--- src/rtl/calc_pkg.sv ---
`default_nettype none
// ============================================================================
// Module      : calc_pkg
// Description : Shared constants for the calculator command path. It holds
//               the opcode bytes, the ALU operation encodings, the status
//               codes, the controller state encodings and the opcode decoder.
// Revision    : 1.0 - initial release
// ============================================================================
package calc_pkg;

  // Command opcode bytes, given as their ASCII characters '+', '-', '*' and '/'
  localparam logic [7:0] OPC_ADD = 8'h2B;
  localparam logic [7:0] OPC_SUB = 8'h2D;
  localparam logic [7:0] OPC_MUL = 8'h2A;
  localparam logic [7:0] OPC_DIV = 8'h2F;

  // ALU operation select
  localparam logic [1:0] ALU_ADD = 2'd0;
  localparam logic [1:0] ALU_SUB = 2'd1;
  localparam logic [1:0] ALU_MUL = 2'd2;
  localparam logic [1:0] ALU_DIV = 2'd3;

  // Status codes loaded into the output register on an error
  localparam logic [7:0] ST_BADOP   = 8'hE1;
  localparam logic [7:0] ST_ALUERR  = 8'hE2;
  localparam logic [7:0] ST_TIMEOUT = 8'hE3;

  // Controller states
  localparam logic [2:0] IDLE     = 3'd0;
  localparam logic [2:0] GET_A    = 3'd1;
  localparam logic [2:0] GET_B    = 3'd2;
  localparam logic [2:0] START    = 3'd3;
  localparam logic [2:0] WAIT_ALU = 3'd4;
  localparam logic [2:0] LOAD_RES = 3'd5;
  localparam logic [2:0] LOAD_ERR = 3'd6;
  localparam logic [2:0] SEND     = 3'd7;

  typedef struct packed {
    logic       ok;  // byte is a recognised opcode
    logic [1:0] op;  // ALU operation; only meaningful when ok is set
  } opc_dec_t;

  function automatic opc_dec_t decode_opcode(input logic [7:0] b);
    opc_dec_t d;
    d.ok = 1'b1;
    d.op = ALU_ADD;
    case (b)
      OPC_ADD: d.op = ALU_ADD;
      OPC_SUB: d.op = ALU_SUB;
      OPC_MUL: d.op = ALU_MUL;
      OPC_DIV: d.op = ALU_DIV;
      default: d.ok = 1'b0;
    endcase
    return d;
  endfunction

endpackage
`default_nettype wire

--- src/rtl/cmd_timeout_cnt.sv ---
`default_nettype none
// ============================================================================
// Module      : cmd_timeout_cnt
// Description : 8-bit saturating idle counter with clear and enable.
//               expired_o is high in the cycle whose enabled count would
//               reach TIMEOUT, so the caller can react on that same edge.
//               When TIMEOUT is 0, the counter is disabled.
// Ports       : clk_i     - clock
//               rst_ni    - synchronous active-low reset
//               clr_i     - clear the count (takes priority over en_i)
//               en_i      - count this cycle
//               expired_o - limit reached this cycle
// Revision    : 1.0 - initial release
// ============================================================================
module cmd_timeout_cnt #(
  parameter int TIMEOUT = 255
) (
  input  logic clk_i,
  input  logic rst_ni,
  input  logic clr_i,
  input  logic en_i,
  output logic expired_o
);

  // The counter is 8 bits wide, so any limit above 255 is reduced to 255.
  localparam int          LIMIT    = (TIMEOUT > 255) ? 255 : TIMEOUT;
  localparam logic [8:0]  LIMIT_W  = 9'(LIMIT);
  localparam logic        ENABLED  = (LIMIT != 0);

  logic [7:0] cnt_q;
  logic [7:0] cnt_d;

  always_comb begin
    cnt_d = cnt_q;
    if (clr_i) begin
      cnt_d = 8'd0;
    end else if (en_i && ENABLED && (cnt_q != 8'hFF)) begin
      cnt_d = cnt_q + 8'd1;
    end
  end

  always_ff @(posedge clk_i) begin
    if (!rst_ni) begin
      cnt_q <= 8'd0;
    end else begin
      cnt_q <= cnt_d;
    end
  end

  assign expired_o = ENABLED && en_i && !clr_i &&
                     (({1'b0, cnt_q} + 9'd1) >= LIMIT_W);

endmodule
`default_nettype wire

--- src/rtl/cmd_interp_ctrl.sv ---
`default_nettype none
// ============================================================================
// Module      : cmd_interp_ctrl
// Description : Sequencing controller for the calculator command path. It
//               receives an opcode/A/B byte triple, runs one ALU operation,
//               and then steers the external output register. load1 loads the
//               ALU result and load2 loads status_code_o. After the load it
//               hands the register to the transmitter over tx_valid/tx_ready.
// Ports       : clk_i, rst_ni             - clock, sync active-low reset
//               rx_data/valid_i, rx_ready_o - command byte handshake
//               alu_a/b/op_o, alu_start_o - ALU operands and launch pulse
//               alu_done_i, alu_err_i     - ALU completion and error flag
//               status_code_o             - error code for output register
//               load1_o, load2_o          - output register load selects
//               tx_valid_o, tx_ready_i    - transmit handshake
//               busy_o                    - controller not idle
// Revision    : 1.0 - initial release
// ============================================================================
module cmd_interp_ctrl
  import calc_pkg::*;
#(
  parameter int DW      = 8,
  parameter int TIMEOUT = 255
) (
  input  logic          clk_i,
  input  logic          rst_ni,
  input  logic [DW-1:0] rx_data_i,
  input  logic          rx_valid_i,
  output logic          rx_ready_o,
  output logic [DW-1:0] alu_a_o,
  output logic [DW-1:0] alu_b_o,
  output logic [1:0]    alu_op_o,
  output logic          alu_start_o,
  input  logic          alu_done_i,
  input  logic          alu_err_i,
  output logic [DW-1:0] status_code_o,
  output logic          load1_o,
  output logic          load2_o,
  output logic          tx_valid_o,
  input  logic          tx_ready_i,
  output logic          busy_o
);

  logic [2:0]    state_q,  state_d;
  logic [DW-1:0] alu_a_q,  alu_a_d;
  logic [DW-1:0] alu_b_q,  alu_b_d;
  logic [1:0]    alu_op_q, alu_op_d;
  logic [DW-1:0] status_q, status_d;

  logic     xfer;
  logic     in_get;
  logic     expired;
  opc_dec_t dec;

  assign rx_ready_o = (state_q == IDLE) || (state_q == GET_A) || (state_q == GET_B);
  assign xfer       = rx_valid_i && rx_ready_o;
  assign in_get     = (state_q == GET_A) || (state_q == GET_B);
  assign dec        = decode_opcode(rx_data_i[7:0]);

  // The counter runs only while the controller waits between operand bytes.
  // Any accepted byte restarts it.
  cmd_timeout_cnt #(
    .TIMEOUT (TIMEOUT)
  ) u_timeout (
    .clk_i     (clk_i),
    .rst_ni    (rst_ni),
    .clr_i     (xfer),
    .en_i      (in_get && !xfer),
    .expired_o (expired)
  );

  always_comb begin
    state_d  = state_q;
    alu_a_d  = alu_a_q;
    alu_b_d  = alu_b_q;
    alu_op_d = alu_op_q;
    status_d = status_q;
    case (state_q)
      IDLE: begin
        if (xfer) begin
          if (dec.ok) begin
            alu_op_d = dec.op;
            state_d  = GET_A;
          end else begin
            status_d = DW'(ST_BADOP);
            state_d  = LOAD_ERR;
          end
        end
      end
      GET_A: begin
        if (xfer) begin
          alu_a_d = rx_data_i;
          state_d = GET_B;
        end else if (expired) begin
          status_d = DW'(ST_TIMEOUT);
          state_d  = LOAD_ERR;
        end
      end
      GET_B: begin
        if (xfer) begin
          alu_b_d = rx_data_i;
          state_d = START;
        end else if (expired) begin
          status_d = DW'(ST_TIMEOUT);
          state_d  = LOAD_ERR;
        end
      end
      START:    state_d = WAIT_ALU;
      WAIT_ALU: begin
        // The error flag takes precedence, so a failed operation never loads
        // the result path.
        if (alu_done_i) begin
          if (alu_err_i) begin
            status_d = DW'(ST_ALUERR);
            state_d  = LOAD_ERR;
          end else begin
            state_d = LOAD_RES;
          end
        end
      end
      LOAD_RES: state_d = SEND;
      LOAD_ERR: state_d = SEND;
      SEND: begin
        if (tx_ready_i) state_d = IDLE;
      end
      default:  state_d = IDLE;
    endcase
  end

  always_ff @(posedge clk_i) begin
    if (!rst_ni) begin
      state_q  <= IDLE;
      alu_a_q  <= '0;
      alu_b_q  <= '0;
      alu_op_q <= 2'd0;
      status_q <= '0;
    end else begin
      state_q  <= state_d;
      alu_a_q  <= alu_a_d;
      alu_b_q  <= alu_b_d;
      alu_op_q <= alu_op_d;
      status_q <= status_d;
    end
  end

  // The outputs are decoded from the state only. Each load state lasts one
  // cycle, so load1 and load2 can never be high together.
  assign alu_a_o       = alu_a_q;
  assign alu_b_o       = alu_b_q;
  assign alu_op_o      = alu_op_q;
  assign status_code_o = status_q;
  assign alu_start_o   = (state_q == START);
  assign load1_o       = (state_q == LOAD_RES);
  assign load2_o       = (state_q == LOAD_ERR);
  assign tx_valid_o    = (state_q == SEND);
  assign busy_o        = (state_q != IDLE);

endmodule
`default_nettype wire

--- config.mk ---
export PLATFORM = sky130hd
export DESIGN_NAME = cmd_interp_ctrl
export DESIGN_NICKNAME = d
export VERILOG_FILES = /design/src/rtl/calc_pkg.sv /design/src/rtl/cmd_timeout_cnt.sv /design/src/rtl/cmd_interp_ctrl.sv
export SDC_FILE = /design/constraint.sdc
export NUM_CORES = 1
export LEC_CHECK = 0
export ABC_AREA = 1
export BUFFER_PORTS_ARGS = -buffer_cell sky130_fd_sc_hd__buf_2
export CORE_ASPECT_RATIO = 0.75
export CORE_MARGIN = 5
export CORE_UTILIZATION = 30
export CTS_BUF_LIST = sky130_fd_sc_hd__clkbuf_4
export DETAILED_ROUTE_END_ITERATION = 8
export GPL_ROUTABILITY_DRIVEN = 0
export PLACE_DENSITY = 0.56
export SYNTH_ARGS = -nofsm -noshare
export SYNTH_HDL_FRONTEND = slang
export SYNTH_SLANG_ARGS = --single-unit
--- constraint.sdc ---
create_clock -name clk_i -period 2.3 [get_ports clk_i]
set_clock_uncertainty 0.15 [all_clocks]
set_input_delay 0.575 -clock clk_i [delete_from_list [all_inputs] [get_ports clk_i]]
set_output_delay 0.575 -clock clk_i [all_outputs]
set_load 0.01 [all_outputs]
[Word-level counts from Yosys, hierarchy flattened]
Index checks and enable logic that the tools add are counted.
Storage, ports and cells
  register bits: 37
  bits of input ports: 14
  output and inout port bits: 32
  logic and storage cells: 68
Operators by class
  add/subtract/negate cells: 2
  order comparisons: 1
  equality and inequality tests: 19
  muxes and demuxes: 18
  bitwise gates (word level): 1
  reductions and logical operators: 21
Operators by type and width (count)
  two-way mux 8 bit: 6
  == test 8 x 6 -> 1 bit, second input constant: 4
  case mux 8 bit (3 select lines): 1
  two-way mux 3 bit: 7
  case mux 3 bit (7 select lines): 1
  == test 3 bit, second input constant: 4
  adder 8 x 1 -> 9 bit, second input constant: 1
  >= comparator 9 x 8 -> 1 bit, second input constant: 1
  adder 8 x 1 -> 8 bit, second input constant: 1
  != test 2 bit, second input constant: 4
  != test 8 bit, second input constant: 1
  AND reduction 7 bit: 1
  == test 3 x 2 -> 1 bit, second input constant: 2
  != test 2 x 1 -> 1 bit, second input constant: 3
  case mux 2 bit (3 select lines): 1
  AND reduction 3 bit: 2
  nonzero test 3 bit: 2
  OR reduction 2 bit: 3
  logical AND 1 bit: 5
  AND reduction 2 bit: 2
  OR reduction 4 bit: 1
  == test 3 x 1 -> 1 bit, second input constant: 1
  logical NOT 3 bit: 1
  logical OR 1 bit: 3
  4 further kinds: 4

[Logic depth before layout (Yosys ltp)]
Gate-level depths: netlist (run 1).
  word-level depth: 11
  mapped depth: 16
  depth with buffers taken out: 16

[By module]
From an unflattened synthesis (run 1), not the netlist that was laid out.
Second synthesis, totals
  cell total of the unflattened synthesis: 255
  area total of the unflattened synthesis: 1843.0 µm²
By module, submodules not included
  cmd_interp_ctrl: times used 1, cells each 179, area each 1311.3 µm², seq. area each 480.5 µm²
  cmd_timeout_cnt: times used 1, cells each 76, area each 531.8 µm², seq. area each 160.2 µm²

[Worst setup path after synthesis (run 1)]
OpenSTA, ideal clock, no wires.
  kind: register to register
  from: register u_timeout.cnt_q[0]
  to: register status_q[1] (netlist: status_code_o[1])
  setup time: 0.115 ns
  arrival time: 1.545 ns
  required time: 2.035 ns
  path slack: 0.490 ns
  stages on the path, launching flop included: 13
  path buffers: 0
  clock period less this slack: 1.810 ns
  path through: dfxtp_1 > inv_2 > ha_1 > o21bai_1 > nand3_1 > nor2_1 > nand3_2 > nand2_2 > nand2_4 > nand2_2 > nand3_1 > o21ai_1 > nor2_1
On the way
  longest elaborated chain between the ends: 5
Ends and longest elaborated chain
  start: declaration: RTL line cmd_timeout_cnt.sv:30  | logic [7:0] cnt_q;
  start signal: assignment: RTL line cmd_timeout_cnt.sv:46  | cnt_q <= cnt_d;
  adder 8 x 1 -> 9 bit: RTL line cmd_timeout_cnt.sv:51  | (({1'b0, cnt_q} + 9'd1) >= LIMIT_W);
  >= comparator 9 x 8 -> 1 bit: RTL line cmd_timeout_cnt.sv:51
  logical AND 1 bit: RTL line cmd_timeout_cnt.sv:50  | assign expired_o = ENABLED && en_i && !clr_i &&
  != test 2 x 1 -> 1 bit (no line)
  AND reduction 7 bit (no line)
  end signal: assignment: RTL line cmd_interp_ctrl.sv:142  | status_q <= status_d;
  end: declaration: RTL line cmd_interp_ctrl.sv:48  | logic [DW-1:0] status_q, status_d;
Every way passes these cells.
A chain may end at the register's enable or synchronous reset.

[Worst setup path after layout (run 1)]
  from: register state_q[1]
  to: output busy_o
On the way
  longest elaborated chain between the ends: 1
Ends and longest elaborated chain
  start: declaration: RTL line cmd_interp_ctrl.sv:44  | logic [2:0] state_q, state_d;
  start signal: assignment: RTL line cmd_interp_ctrl.sv:138  | state_q <= state_d;
  nonzero test 3 bit: RTL line cmd_interp_ctrl.sv:156  | assign busy_o = (state_q != IDLE);
  end: declaration: RTL line cmd_interp_ctrl.sv:41  | output logic busy_o
Every way passes these cells.

==> results of run 1 <==
[sequential cells by signal, summed over array words and instances, names as in the netlist]
| signal | flops |
|---|---|
| alu_a_o | 8 |
| alu_b_o | 8 |
| state_q | 3 |
| status_code_o | 3 |
| alu_op_o | 2 |
| u_timeout.cnt_q | 8 |
[metrics by stage]
stage | worst slack (ns) | power [mW]
global route | 0.0675 | 2.33
floorplan | 0.490 | 1.47
finish | 0.172 | 2.14
detailed placement | 0.256 | 1.74
CTS | 0.160 | 2.16
global placement | 0.311 | 1.74
[synthesized netlist by cell type (2+ instances only)]
| cell | number |
|---|---|
| ha_1 | 2 |
| nand3_2 | 2 |
| o21bai_1 | 2 |
| nand2_2 | 4 |
| a211oi_1 | 5 |
| buf_4 | 5 |
| dfxtp_1 | 32 |
| nand2_1 | 40 |
| nand3_1 | 7 |
| buf_2 | 2 |
| a21oi_1 | 18 |
| nor2_2 | 4 |
| inv_2 | 6 |
| nand4_1 | 5 |
| o21ai_0 | 20 |
| a21oi_2 | 2 |
| o21ai_1 | 2 |
| inv_1 | 24 |
| nor2_1 | 38 |
| nor2_4 | 6 |
[power breakdown]
part / internal (mW) / leakage (nW) / switching, mW
logic: 0.346 / 0.689 / 0.614
registers: 0.671 / 0.260 / 0.0937
clock network: 0.222 / 0.0403 / 0.197
total: 1.24 / 0.990 / 0.905
[worst paths after layout]
| check | startpoint | end | slack [ns] |
|---|---|---|---|
| hold / removal | status_code_o[6] | status_code_o[6] | 0.33 |
| hold reg to reg | status_code_o[6] | status_code_o[6] | 0.33 |
| setup reg to reg | u_timeout.cnt_q[0] | status_code_o[1] | 0.31 |
| setup / recovery | state_q[1] | busy_o | 0.17 |
[cells by family (layout without fill, tap and decap cells)]
logic type                 count (synthesis)  count (layout)
xor gates and xnor gates                   1               1
other                                      1               3
adders and majority gates                  2               2
AOI/OAI and AO/OA                         51              51
DFF                                       32              32
and+or+nand+nor                          111             111
buffers and inverters                     39              83
[worst register-to-register path: cells and delay by family (launching register included)]
kind	cells	cell delay (ns)
compound gates	2	0.28
fa+ha+maj	1	0.31
simple gates	8	0.66
flops	1	0.42
buf+inv	1	0.07
[layer usage]
metal  up-vias  wire [microns]
met5         -               0
met4         0             104
met3        10             270
met2        49            1620
met1       677            2050
li1        854               -
[layout make-up]
type                    instances  area (sq um)  share of cell area (%)
clock buffers                   5          37.5                    1.84
multi-input cells             168           882                    43.3
well taps                      75          93.8                    4.61
flip-flops and latches         32           641                    31.4
clock inverters                 3          37.5                    1.84
inverters                      30           113                    5.53
repair buffers                 45           233                    11.4
==> results.md, run 1 <==
* Routed WL per cell at 11.3 microns
* Synthesis-to-layout area growth at 21.0%
* Status: finished clean
* Post-synthesis register bit count at 32
* RSZ-0062 raised after global routing: no
* Hold Path Cell Cnt at 2
* Core Area at 0.00538 sq mm
* CP dominant cell by count: nor2_4
* Largest net degree at the start of global routing at 22
* Post-synthesis mux area share at 0%
* Top cell type's share of synthesized area at 38.1%
* Setup TNS at 0 ns
* Final core utilization at a little under two fifths
* Num CTS Buffers at 5
* Postcts setup bufs at 0
* Die extent in x at 96.5 microns
* Crit-path max FO at 5
* Initial Util at 31.3%
* Routing usage on met3 at 2.80%
* Crit path capture type: output port
* Aggregate routed wire length at 4040 microns
* Hold-fix buffers at CTS at 0
* Total track usage at 11.8%
* Most common cell after layout, fill and taps aside: buf_2
* Htree depth at 2
* CTS clk-pin slew, worst paths at 0.11 ns
* Post-cts sizing count at 0
* Post-Syn Instances at between 200 and 250
* Insertion delay to the later sink of the worst-skew pair at 0.33 ns
* Fmax at around 0.47 GHz
* Vias in the first global route at 1465
* Placed insts at 350
* Max-cap violations at 0
* Final cell count without fillers at about 360
* Worst path depth at 5
* Nets at roughly 300
* Filler cell count at 589
* Adder-Cell Fraction of Synth Area at 1.49%
* Dominant delay contributor by cell family on the critical path: flip-flops
* Total number of vias at 1590
* Number of synthesis warnings at 0
* Synth area leaders: dfxtp_1, nand2_1, nor2_1
* Worst path arrival time at between 1 and 1.5 ns
* Met1 Use GR at 16.2%
* Met2 usage at 17.5%
* Site Rows at 23
* Number of nets still failing antenna checks after routing at 0
* Post-Place Cell Area at 0.00196 sq mm
* Leakage at 0.990 nW
* Largest area contributor in the netlist: dfxtp_1
* Hold WC Path Type: register to register
* Root Buffer: clkbuf_4
* Post-synthesis simple-gate area fraction at 32.6%
* Fin crit period at 2.13 ns
* XOR/XNOR Fraction of Synth Area at less than 1%
* DP HPWL at 3220 microns
* Clock Sinks at 32
* Number of DRC markers in iteration 0 at 99
* Final setup viols at 0
* # port buffers at 42
* Gr busiest metal: met2
* Drt pass-1 iters at 4
* Cell Chain, Critical Path: nor2_4 > inv_2 > nor2_4 > inv_1 > buf_2
* Ys flop type: dfxtp_1
* Seq/Total Area, Yosys at 38.1%
* Fin Hold WS at 0.330 ns
* Clock Path Buffers at 2
* Library cells used by synthesis at 31
* Final Cell Area at 0.00204 sq mm
* CP Class: register to output port
* Routed vias/inst at 4.44
* Slowest stage delay, CP at 0.38 ns
* CP max stage cell: dfxtp_1
* Die Area at 0.00722 sq mm
* Post-synthesis cell area at 0.00168 sq mm
* Inserted Diodes at 0
* Max Slew Vio Count at 0
* GR Overflow Total at 0
* Final period utilization at 92.5%
* Main combinational cell family by area after synthesis: simple AND/OR/NAND/NOR gates
* Worst Path Required at 1.57 ns
* Reg2Reg Depth at 12
* Layout cells sized above 1 at between 20% and 30%
* Ys async rst share at 0%
* First-pass GRT wire length at 6620 microns
* DRC at 0
* Compound-Gate Fraction of Synth Area at 17.2%
* Avg Synthesized Cell Area at 7.10 sq um
* Hold Fails Final Rpt at 0
* Initial antenna violation count at 0
* CTS tree: yes
* EDFF count, synth at 0
* Cell Pwr Density at 1050 mW/mm^2
* Leading cell types in the layout, fill and taps excluded: buf_2, nand2_1, nor2_1
* Bufs and invs on worst path at 3
* Die H at 74.9 microns
* Peak VDD IR at 0.000291 V
* # IOs at 46
* CP Launch Type: register
Note: power is estimated with default switching activity, not from simulation.
==> run 2: changes to the inputs <==
--- a/config.mk
+++ b/config.mk
@@ -7,7 +7,7 @@
 export LEC_CHECK = 0
 export ABC_AREA = 1
 export BUFFER_PORTS_ARGS = -buffer_cell sky130_fd_sc_hd__buf_2
-export CORE_ASPECT_RATIO = 0.75
+export CORE_ASPECT_RATIO = 0.7
 export CORE_MARGIN = 5
 export CORE_UTILIZATION = 30
 export CTS_BUF_LIST = sky130_fd_sc_hd__clkbuf_4
@@ -17,3 +17,4 @@
 export SYNTH_ARGS = -nofsm -noshare
 export SYNTH_HDL_FRONTEND = slang
 export SYNTH_SLANG_ARGS = --single-unit
+export TNS_END_PERCENT = 5
==> results.md, run 2 (same netlist as run 1, synthesis figures left out) <==
* Status: finished clean
* Clock power frac at 19.8%
* Hold-fix buffers at CTS at 0
* Final period utilization at 92.1%
* Seq pwr share at 35.6%
* Most common cell after layout, fill and taps aside: buf_2
* Filler cell count at between 500 and 600
* Placed insts at between 300 and 400
* Die Area at 0.00723 sq mm
* Leakage at about 1.0 nW
* Hold WC Path Type: register to register
* Total number of vias at 1612
* FF-to-FF End: status_code_o[1]
* Slowest stage delay, CP at 0.38 ns
* Nets at 298
* Power Total at 2.15 mW
* Switch share at 41.6%
* DP Worst Slack at 0.243 ns
* Cell Chain, Critical Path: nor2_4 > inv_2 > nor2_4 > inv_1 > buf_2
* Core Area at around 0.0053 sq mm
* Number of nets still failing antenna checks after routing at 0
* CP max stage cell: dfxtp_1
* Fin crit period at 2.12 ns
* Vias in the first global route at 1461
* Final worst setup slack at around 0.18 ns
* Synthesis-to-layout area growth at 21.1%
* CP Class: register to output port
* Largest net degree at the start of global routing at 22
* # IOs at 46
* Clock Sinks at 32
* GR Overflow Total at 0
* Insertion delay to the later sink of the worst-skew pair at approximately 0.32 ns
* Comb pwr share at roughly 45%
* Total track usage at between 10% and 20%
* Crit path capture type: output port
* Max Slew Vio Count at 0
* Root Buffer: clkbuf_4
* Final Cell Area at roughly 0.0020 sq mm
* Leading cell types in the layout, fill and taps excluded: buf_2, nand2_1, nor2_1
* Clock Path Buffers at 2
* Initial antenna violation count at 0
* Setup TNS at 0 ns
* DRC at 0
* Routed WL per cell at 12.1 microns
* Max-cap violations at 0
* Cell Pwr Density at 1060 mW/mm^2
* Final setup viols at 0
* Crit-path max FO at 5
* CP dominant cell by count: nor2_4
* Fmax at 0.472 GHz
* Final cell count without fillers at roughly 360
* Layout cells sized above 1 at 28.3%
* DP HPWL at 3340 microns
* Post-cts sizing count at 0
* Worst Path Required at 1.57 ns
* P_int at around 1.3 mW
* Post-Place Cell Area at 0.00196 sq mm
* Switch Pwr at 0.895 mW
* Initial Util at a little under a third
* Worst r2r src: u_timeout.cnt_q[0]
* Site Rows at 22
* # port buffers at 42
* Inserted Diodes at 0
* Htree depth at 2
* Hold Fails Final Rpt at 0
* Drt pass-1 iters at 4
* Die H at 72.7 microns
* Aggregate routed wire length at 4300 microns
* Die extent in x at about 100 microns
* Peak VDD IR at 0.000290 V
* Num CTS Buffers at 5
* Routed vias/inst at 4.54
* RSZ-0062 raised after global routing: no
* Worst path arrival time at approximately 1.4 ns
* CTS tree: yes
* Fin Hold WS at 0.320 ns
* Reg2Reg Depth at 12
* Final core utilization at 38.2%
* CTS clk-pin slew, worst paths at 0.09 ns
* Hold wc startpoint: status_code_o[0]
* Setup crit end: busy_o
* First-pass GRT wire length at ~6900 microns
* Number of DRC markers in iteration 0 at between 100 and 150
* Postcts setup bufs at 0
* CP Launch Type: register
* CP startpoint: state_q[1]
* R2r setup slk at 0.29 ns
[run 2: worst min path at each step]
| stage | endpoint | slack, ns | cells past startpoint |
|---|---|---|---|
| 2_1_floorplan | u_timeout.cnt_q[6] | 0.30 | 2 |
| 3_3_place_gp | status_code_o[0] | 0.31 | 2 |
| 3_5_place_dp | status_code_o[0] | 0.31 | 2 |
| 4_1_cts | status_code_o[0] | 0.32 | 2 |
| 5_1_grt | status_code_o[0] | 0.36 | 2 |
| 6_report | status_code_o[0] | 0.32 | 2 |
[run 2: power by group through the flow]
stage | combinational, mW | clock, mW | sequential (mW)
6_report | 0.959 | 0.427 | 0.766
5_1_grt | 1.07 | 0.466 | 0.783
4_1_cts | 0.957 | 0.445 | 0.767
3_5_place_dp | 0.954 | 0 | 0.778
3_3_place_gp | 0.964 | 0 | 0.778
2_1_floorplan | 0.674 | 0 | 0.800
[run 2: final cells by class]
type                       count  area [sq um]  area share (%)
clock inverter                 2          35.0            1.72
clock buffer                   6          45.0            2.21
inverter                      30           113            5.52
timing repair buffer          45           233            11.4
sequential                    32           641            31.4
multi-input combinational    168           882            43.3
tap                           72          90.1            4.42
[run 2: per-layer routing]
metal / vias up / share of wire, % / GRT usage (%)
met2: 48 / 39 / 16.6
met3: 5 / 7.4 / 4.58
met4: 0 / 1.0 / 3.64
met5: - / 0 / 0
li1: 850 / - / -
met1: 709 / 53 / 16.8
[run 2: critical path: cells and delay by family (launching register included)]
kind / cells / cell delay [ns]
buffers and inverters: 3 / 0.34
flip-flops: 1 / 0.38
AND/OR/NAND/NOR: 2 / 0.35
